==> config.mk <==
export PLATFORM = sky130hd
export DESIGN_NAME = vector_id_ex_stage
export DESIGN_NICKNAME = d
export VERILOG_FILES = /design/src/rtl/vector_pkg.sv /design/src/rtl/vector_operand_fwd.sv /design/src/rtl/vector_id_ex_stage.sv
export SDC_FILE = /design/constraint.sdc
export NUM_CORES = 1
export LEC_CHECK = 0
export BUFFER_PORTS_ARGS = -buffer_cell sky130_fd_sc_hd__buf_2
export CAP_MARGIN = 10
export CORE_ASPECT_RATIO = 0.9
export CORE_MARGIN = 2
export CORE_UTILIZATION = 50
export DETAILED_ROUTE_END_ITERATION = 7
export PLACE_DENSITY = 0.86
export SKIP_CTS_REPAIR_TIMING = 1
export SLEW_MARGIN = 20
export SYNTH_ARGS = -nofsm -noshare
export SYNTH_HDL_FRONTEND = slang
export SYNTH_SLANG_ARGS = --single-unit
==> constraint.sdc <==
create_clock -name clk -period 2.4 [get_ports clk]
set_input_delay 0.36 -clock clk [delete_from_list [all_inputs] [get_ports clk]]
set_output_delay 0.36 -clock clk [all_outputs]
set_load 0.1 [all_outputs]
==> src/rtl/vector_pkg.sv <==
`default_nettype none
// +----------------------------------------------------------------------+
// | vector_pkg : shared widths and entry type for the vector ID/EX stage  |
// | Revision   : 1.0                                                      |
// +----------------------------------------------------------------------+
package vector_pkg;

  localparam int LANE_W = 8;
  localparam int LANES  = 6;
  localparam int N      = LANES * LANE_W;
  localparam int REG_AW = 3;

  typedef logic [4:0]        alu_ctrl_t;
  typedef logic [REG_AW-1:0] vreg_t;
  typedef logic [N-1:0]      vec_t;

  typedef struct packed {
    alu_ctrl_t ctrl;
    vec_t      a;
    vec_t      b;
    vreg_t     rs1;
    vreg_t     rs2;
    vreg_t     rd;
    logic      we;
    logic      valid;
  } id_ex_entry_t;

endpackage
`default_nettype wire

==> src/rtl/vector_operand_fwd.sv <==
`default_nettype none
// +----------------------------------------------------------------------+
// | vector_operand_fwd : replaces an entry's operands with writeback data |
// | Revision           : 1.0                                              |
// +----------------------------------------------------------------------+
module vector_operand_fwd
  import vector_pkg::*;
(
  input  id_ex_entry_t entry_in,
  input  logic         fwd_valid,
  input  vreg_t        fwd_rd,
  input  vec_t         fwd_data,
  output id_ex_entry_t entry_out
);

  always_comb begin
    entry_out = entry_in;
    if (fwd_valid && (entry_in.rs1 == fwd_rd)) entry_out.a = fwd_data;
    if (fwd_valid && (entry_in.rs2 == fwd_rd)) entry_out.b = fwd_data;
  end

endmodule
`default_nettype wire

==> src/rtl/vector_id_ex_stage.sv <==
`default_nettype none
// +----------------------------------------------------------------------+
// | vector_id_ex_stage : 2-entry skid buffer with operand forwarding      |
// | Revision           : 1.0                                              |
// +----------------------------------------------------------------------+
module vector_id_ex_stage #(
  parameter int N      = 48,
  parameter int LANE_W = 8,
  parameter int REG_AW = 3
) (
  input  logic              clk,
  input  logic              rst_n,
  input  logic              flush,
  input  logic              in_valid,
  output logic              in_ready,
  input  logic [4:0]        in_alu_ctrl,
  input  logic [N-1:0]      in_src_a,
  input  logic [N-1:0]      in_src_b,
  input  logic [REG_AW-1:0] in_rs1,
  input  logic [REG_AW-1:0] in_rs2,
  input  logic [REG_AW-1:0] in_rd,
  input  logic              in_we,
  input  logic              fwd_valid,
  input  logic [REG_AW-1:0] fwd_rd,
  input  logic [N-1:0]      fwd_data,
  output logic              out_valid,
  input  logic              out_ready,
  output logic [4:0]        alu_ctrl,
  output logic [N-1:0]      src_A,
  output logic [N-1:0]      src_B,
  output logic [REG_AW-1:0] out_rd,
  output logic              out_we
);

  import vector_pkg::*;

  if (N != vector_pkg::LANES * LANE_W) begin : g_width_check
    $error("vector_id_ex_stage: N must equal LANES*LANE_W");
  end

  id_ex_entry_t r_main, r_skid;
  id_ex_entry_t w_in, w_in_f, w_main_f, w_skid_f;
  logic         w_accept, w_xfer;

  always_comb begin
    w_in       = '0;
    w_in.ctrl  = in_alu_ctrl;
    w_in.a     = in_src_a;
    w_in.b     = in_src_b;
    w_in.rs1   = in_rs1;
    w_in.rs2   = in_rs2;
    w_in.rd    = in_rd;
    w_in.we    = in_we;
    w_in.valid = in_valid;
  end

  vector_operand_fwd u_fwd_in (
    .entry_in (w_in),   .fwd_valid(fwd_valid), .fwd_rd(fwd_rd),
    .fwd_data (fwd_data), .entry_out(w_in_f)
  );
  vector_operand_fwd u_fwd_main (
    .entry_in (r_main), .fwd_valid(fwd_valid), .fwd_rd(fwd_rd),
    .fwd_data (fwd_data), .entry_out(w_main_f)
  );
  vector_operand_fwd u_fwd_skid (
    .entry_in (r_skid), .fwd_valid(fwd_valid), .fwd_rd(fwd_rd),
    .fwd_data (fwd_data), .entry_out(w_skid_f)
  );

  assign in_ready = !r_skid.valid;
  assign w_accept = in_valid && in_ready;
  assign w_xfer   = r_main.valid && out_ready;

  // Skid can only be occupied while main is; an accept never coincides with a full skid.
  always_ff @(posedge clk or negedge rst_n) begin
    if (!rst_n) begin
      r_main <= '0;
      r_skid <= '0;
    end else if (flush) begin
      r_main.valid <= 1'b0;
      r_skid.valid <= 1'b0;
    end else if (!r_main.valid || w_xfer) begin
      if (r_skid.valid) begin
        r_main       <= w_skid_f;
        r_skid.valid <= 1'b0;
      end else if (w_accept) begin
        r_main <= w_in_f;
      end else begin
        r_main.valid <= 1'b0;
      end
    end else begin
      r_main <= w_main_f;
      if (w_accept)          r_skid <= w_in_f;
      else if (r_skid.valid) r_skid <= w_skid_f;
    end
  end

  assign out_valid = r_main.valid;
  assign alu_ctrl  = r_main.ctrl;
  assign src_A     = r_main.a;
  assign src_B     = r_main.b;
  assign out_rd    = r_main.rd;
  assign out_we    = r_main.we;

endmodule
`default_nettype wire

Word-level counts from Yosys, hierarchy flattened
Cells that the tools add are included.
{"block": "classes", "addsub": 0, "mul": 0, "n_div": 0, "eq_ne": 7, "n_bitwise": 2, "n_reduce_logical": 20, "shift": 0, "n_mux": 15, "order_cmp": 0}
{"operator": "two-way mux 48 bit", "n": 6}
{"operator": "two-way mux 112 bit", "n": 2}
{"operator": "two-way mux 107 bit", "n": 2}
{"operator": "two-way mux 111 bit", "n": 1}
{"operator": "== test 3 bit", "n": 6}
{"operator": "AND reduction 3 bit", "n": 5}
{"operator": "logical AND 1 bit", "n": 8}
{"operator": "nonzero test 2 bit", "n": 4}
{"operator": "two-way mux 1 bit", "n": 4}
{"operator": "inequality test 3 bit, second input constant", "n": 1}
{"operator": "zero test 1 bit", "n": 2}
{"operator": "inverter 1 bit", "n": 2}
{"operator": "logical OR 1 bit", "n": 1}
{"block": "totals", "mem_bits_ro": 0, "mem_bits_rw": 0, "latch_bits": 0, "ff_bits": 224, "n_memories": 0, "word_cells": 60, "inputBits": 168, "output_inout_bits": 107}

Longest topological paths before layout
{"block": "logic_depth", "ltp_word": 7, "mapped_depth": 8, "mapped_depth_nobuf": 6}

Cells and area by module
From an unflattened synthesis, not the netlist that was laid out.
{"block": "unflattened", "cells_unflattened": 1544, "area_unflattened_um2": 17187.7}
{"mod": "vector_id_ex_stage", "area_per_inst_um2": 12698.4, "cells_per_inst": 1154, "n_inst": 1}
{"mod": "vector_operand_fwd", "area_per_inst_um2": 1496.4, "cells_per_inst": 130, "n_inst": 3}

Worst setup path before layout
Ideal clock, no wire load.
{"block": "synth_path", "path_kind": "flip-flop to flip-flop", "from": "register r_main (netlist bit out_valid)", "to": "register r_main (netlist bit src_B[27])", "setup_slack_ns": -0.467, "stages_incl_launch_ff": 9, "t_required_ns": 2.289, "synth_period_minus_slack_ns": 2.867, "arrival_ns": 2.756, "path_cell_list": "dfrtp_1 > nor3b_2 > nand2_1 > or4_1 > clkbuf_1 > and2_1 > buf_2 > buf_6 > a2111oi_2"}
{"block": "synth_via", "elab_chain_cells": 4}
{"element": "from (decl)", "line_no": "vector_id_ex_stage.sv:41", "source": "id_ex_entry_t r_main, r_skid;"}
{"element": "from (signal assigned)", "line_no": "vector_id_ex_stage.sv:84", "source": "r_main <= w_skid_f;"}
{"element": "from (signal assigned)", "line_no": "vector_id_ex_stage.sv:87", "source": "r_main <= w_in_f;"}
{"element": "from (signal assigned)", "line_no": "vector_id_ex_stage.sv:92", "source": "r_main <= w_main_f;"}
{"element": "zero test 1 bit / logical AND 1 bit (equally long branches)", "line_no": "vector_id_ex_stage.sv:82, vector_id_ex_stage.sv:72"}
{"element": "logical OR 1 bit (*)", "line_no": "vector_id_ex_stage.sv:82", "source": "end else if (!r_main.valid || w_xfer) begin"}
{"element": "inequality test 3 bit (no source line) / nonzero test 2 bit (equally long branches)"}
{"element": "AND reduction 3 bit (no source line)"}
Every way passes the cells marked *; elsewhere a longest branch is shown, timed or not. The select of a mux whose other input is x is not followed.
A chain may end at the register's enable or synchronous reset.

Worst setup path after layout
{"block": "layout_path", "from": "register r_skid[0] (netlist name)", "to": "output port in_ready"}
{"block": "layout_via", "elab_chain_cells": 1}
{"element": "from (decl)", "line_no": "vector_id_ex_stage.sv:41"}
{"element": "from (signal assigned)", "line_no": "vector_id_ex_stage.sv:93", "source": "if (w_accept) r_skid <= w_in_f;"}
{"element": "from (signal assigned)", "line_no": "vector_id_ex_stage.sv:94", "source": "else if (r_skid.valid) r_skid <= w_skid_f;"}
{"element": "zero test 1 bit", "line_no": "vector_id_ex_stage.sv:70", "source": "assign in_ready = !r_skid.valid;"}
{"element": "to (decl)", "line_no": "vector_id_ex_stage.sv:15", "source": "output logic in_ready,"}
Every way passes these cells.

==> impl_metrics.toml <==
[drt]
viasPerCell = 6.18
wl_mm = 37.5
drt-initial-drc-count = 1114
ant_nets = 0
dr.pass1.iters = 6
vias = 11300
route.detailed.drc = 0
routedWlPerCell_um = 20.5

[synth]
yosys_warnings = 0
synth.top_cells.by_area = "dfrtp_1 46%, buf_4 6.4%, nor2_1 5.9%, o21ai_0 4.6%, a32o_1 3.9%"
synth-seq-cells = 224
synth-seq-area-share_pct = 45.6
synth.distinct_cells = 36
synthFlopType = "dfrtp_1"
synth_top_area_cell = "dfrtp_1"
netlist_area_um2 = 12300
synth_edf_count = 0
synthCells = 1372
postSynthNetCount = 1540
async_flop_share_pct = 100
yosysTopAreaCellShare_pct = 45.6
postSynthAreaPerCell_um2 = 8.95

[worst_setup_path]
rr_startpoint = "out_valid"
path_common_cell = "buf_12"
critPathCaptureType = "primary output"
path_delay_family = "buffers and inverters"
path_max_fanout = 39
rr_worst_depth = 5
start_kind = "flop"
r2r_slack_ps = 80
arrival_ps = 1970
cp.buffers_inverters = 4
cp.required_ps = 2040
regToRegEndpoint = "src_B[18]"
path_class = "reg -> out"
cp_cell_sequence = "buf_12 -> inv_2 -> buf_4 -> buf_12"
crit_cells = 4
cp_slowest_stage_delay_ps = 440
critPathSlowestCell = "dfrtp_2"

[clocking]
clock-sinks = 224
cts_buffers = 25
root_buffer = "clkbuf_16"
insertion_delay_ps = 530
cts_buffer_depth = 3
clk_pin_slew_worst_paths_ps = 70
cts_tree = "done"
htreeDepth = 1

[sta]
tightestPinTransition_ps = 667
rsz0062_at_grt = "true"
period_share_pct = 97.2
post-route-min-period_ps = 2330
relSlewSlack_pct = 55.5
whs_ps = 32.6
fmax_mhz = 429
hold_viol = 0
slew_violations = 0
setup_viol = 0
fin_worst_skew_ps = 23.4

[power]
leakage_uw = 0.00657
p_switching_uw = 6070
power.share.sequential_pct = 35.5
ir_drop_mv = 0.631
clockPowerShare_pct = 28.8
internal_power_uw = 8180
powerDensity_nw_per_um2 = 990
p_sw_share_pct = 42.6
pwr-share-comb_pct = 35.8

[floorplanning]
start_util_pct = 50.8
die_w_um = 169
fp.dieH_um = 153
rows = 54
design.core.area_um2 = 24200
ios = 275
die_area_um2 = 25800

[grt]
grt_pass1_wl_mm = 59.6
grt_remaining_overflow = 0
grt_pass1_vias = 11500
grt_use_met1_pct = 36.6
grt_usage_pct = 28.3
grt_busiest_layer = "met2"
grtUsageMet2_pct = 46.3
met3_usage_pct = 5.53
grt_max_degree = 75
antenna_found_initial = 5

[hold_path]
hold_class = "in -> reg"
hold_end = "out_valid"
min_from = "flush"
whs_path_depth = 2

[finish]
post-route-util_pct = 59.5
final_nets = 1665
drive_gt1_share_pct = 27.1
area_growth_pct = 17.2

[run_status]
status = "finished clean"

[run]
cap_violations = 0

[place]
io_buffers = 274
dp_hpwl_mm = 24.3
gp_congestion = 0.894
==> cell families after synthesis <==
logic type                share of synthesized area (%)
xor gates and xnor gates                           1.28
DFF                                                45.6
AOI/OAI and AO/OA                                  24.1
muxes                                              2.60
and+or+nand+nor                                    14.7
buffers and inverters                              11.8
==> final cells by class <==
cell class	instances	area, µm²
fill	1983	9790
clock buffer	33	696
multi-input combinational	875	5380
timing repair buffer	320	1940
inverter	51	191
tap	308	385
sequential	224	5610
clock inverter	13	183
antenna	4	10.0
==> metal layers <==
metal | wire length [µm] | up-vias
met2 | 17700 | 633
met3 | 3180 | 99
met4 | 1460 | 2
met5 | 13 | -
met1 | 15100 | 5492
li1 | - | 5071
==> synthesized netlist by cell type, types with 12 or more instances <==
cell type / n
a22oi_1: 48
a21oi_1: 49
nand2_1: 114
mux2i_1: 15
a2111oi_0: 28
a32o_1: 48
and2_1: 49
o21ai_0: 113
buf_4: 104
a221oi_1: 48
a31oi_1: 48
inv_1: 50
mux2_2: 15
a2111oi_2: 20
nor2_1: 193
xnor2_1: 12
clkbuf_1: 105
nor3_1: 48
dfrtp_1: 224
==> placed cells by master (no fill, tap or decap), types with 6 or more instances in the layout <==
master / Yosys / routed
buf_12: 0 / 17
xor2_1: 6 / 6
clkbuf_16: 0 / 25
nand2_1: 114 / 114
inv_1: 50 / 50
a221oi_1: 48 / 48
a32o_1: 48 / 48
xnor2_1: 12 / 12
a2111oi_2: 20 / 19
a21oi_1: 49 / 49
nor3_1: 48 / 48
buf_2: 9 / 272
nor2_1: 193 / 193
a31oi_1: 48 / 48
dfrtp_1: 224 / 222
buf_4: 104 / 29
mux2i_1: 15 / 15
a22oi_1: 48 / 48
mux2_2: 15 / 15
and2_1: 49 / 48
a2111oi_1: 0 / 12
a2111oi_0: 28 / 16
o21ai_0: 113 / 111
==> state kept, by name (all words and copies together), names as in the netlist <==
register / count
r_skid: 112
src_A: 48
src_B: 48
r_main: 6
alu_ctrl: 5
out_rd: 3
out_valid: 1
out_we: 1
==> how the worst max path moves through the flow <==
stage | start | to | slack, ps
2_1_floorplan | out_valid | src_B[27] | 80
3_3_place_gp | fwd_rd[2] | src_B[8] | 40
3_5_place_dp | fwd_rd[2] | src_B[8] | -160
4_1_cts | out_valid | src_B[19] | -110
5_1_grt | out_valid | src_B[3] | -4
6_report | r_skid[0] | in_ready | 70
==> power groups by stage <==
stage,Sequential (µW),Combinational (µW),Clock (µW)
2_1_floorplan,5000,4460,0
3_3_place_gp,5040,4950,0
3_5_place_dp,5090,5050,0
4_1_cts,5040,5070,4150
5_1_grt,5140,5380,4300
6_report,5050,5090,4100
==> worst register-to-register path, stage by stage (launching register included) <==
cell and delay (ps):
dfrtp_4 430, nor3b_4 210, nand2_1 100, or4_2 640
and2_4 350, a2111oi_0 450
==> metrics by stage <==
stage	total power (µW)	setup TNS, ps	instances	cell area, µm²	worst slack, ps
after CTS	14300	-554	1822	14400	-106
after floorplan	9470	0	1372	12300	79.9
after global placement	9980	0	1776	13500	35.8
after detailed placement	10100	-1880	1776	13500	-165
final	14200	0	1828	14400	68.2
after global routing	14800	-8.25	1827	14400	-3.88
Note: power is estimated with default switching activity, not from simulation.
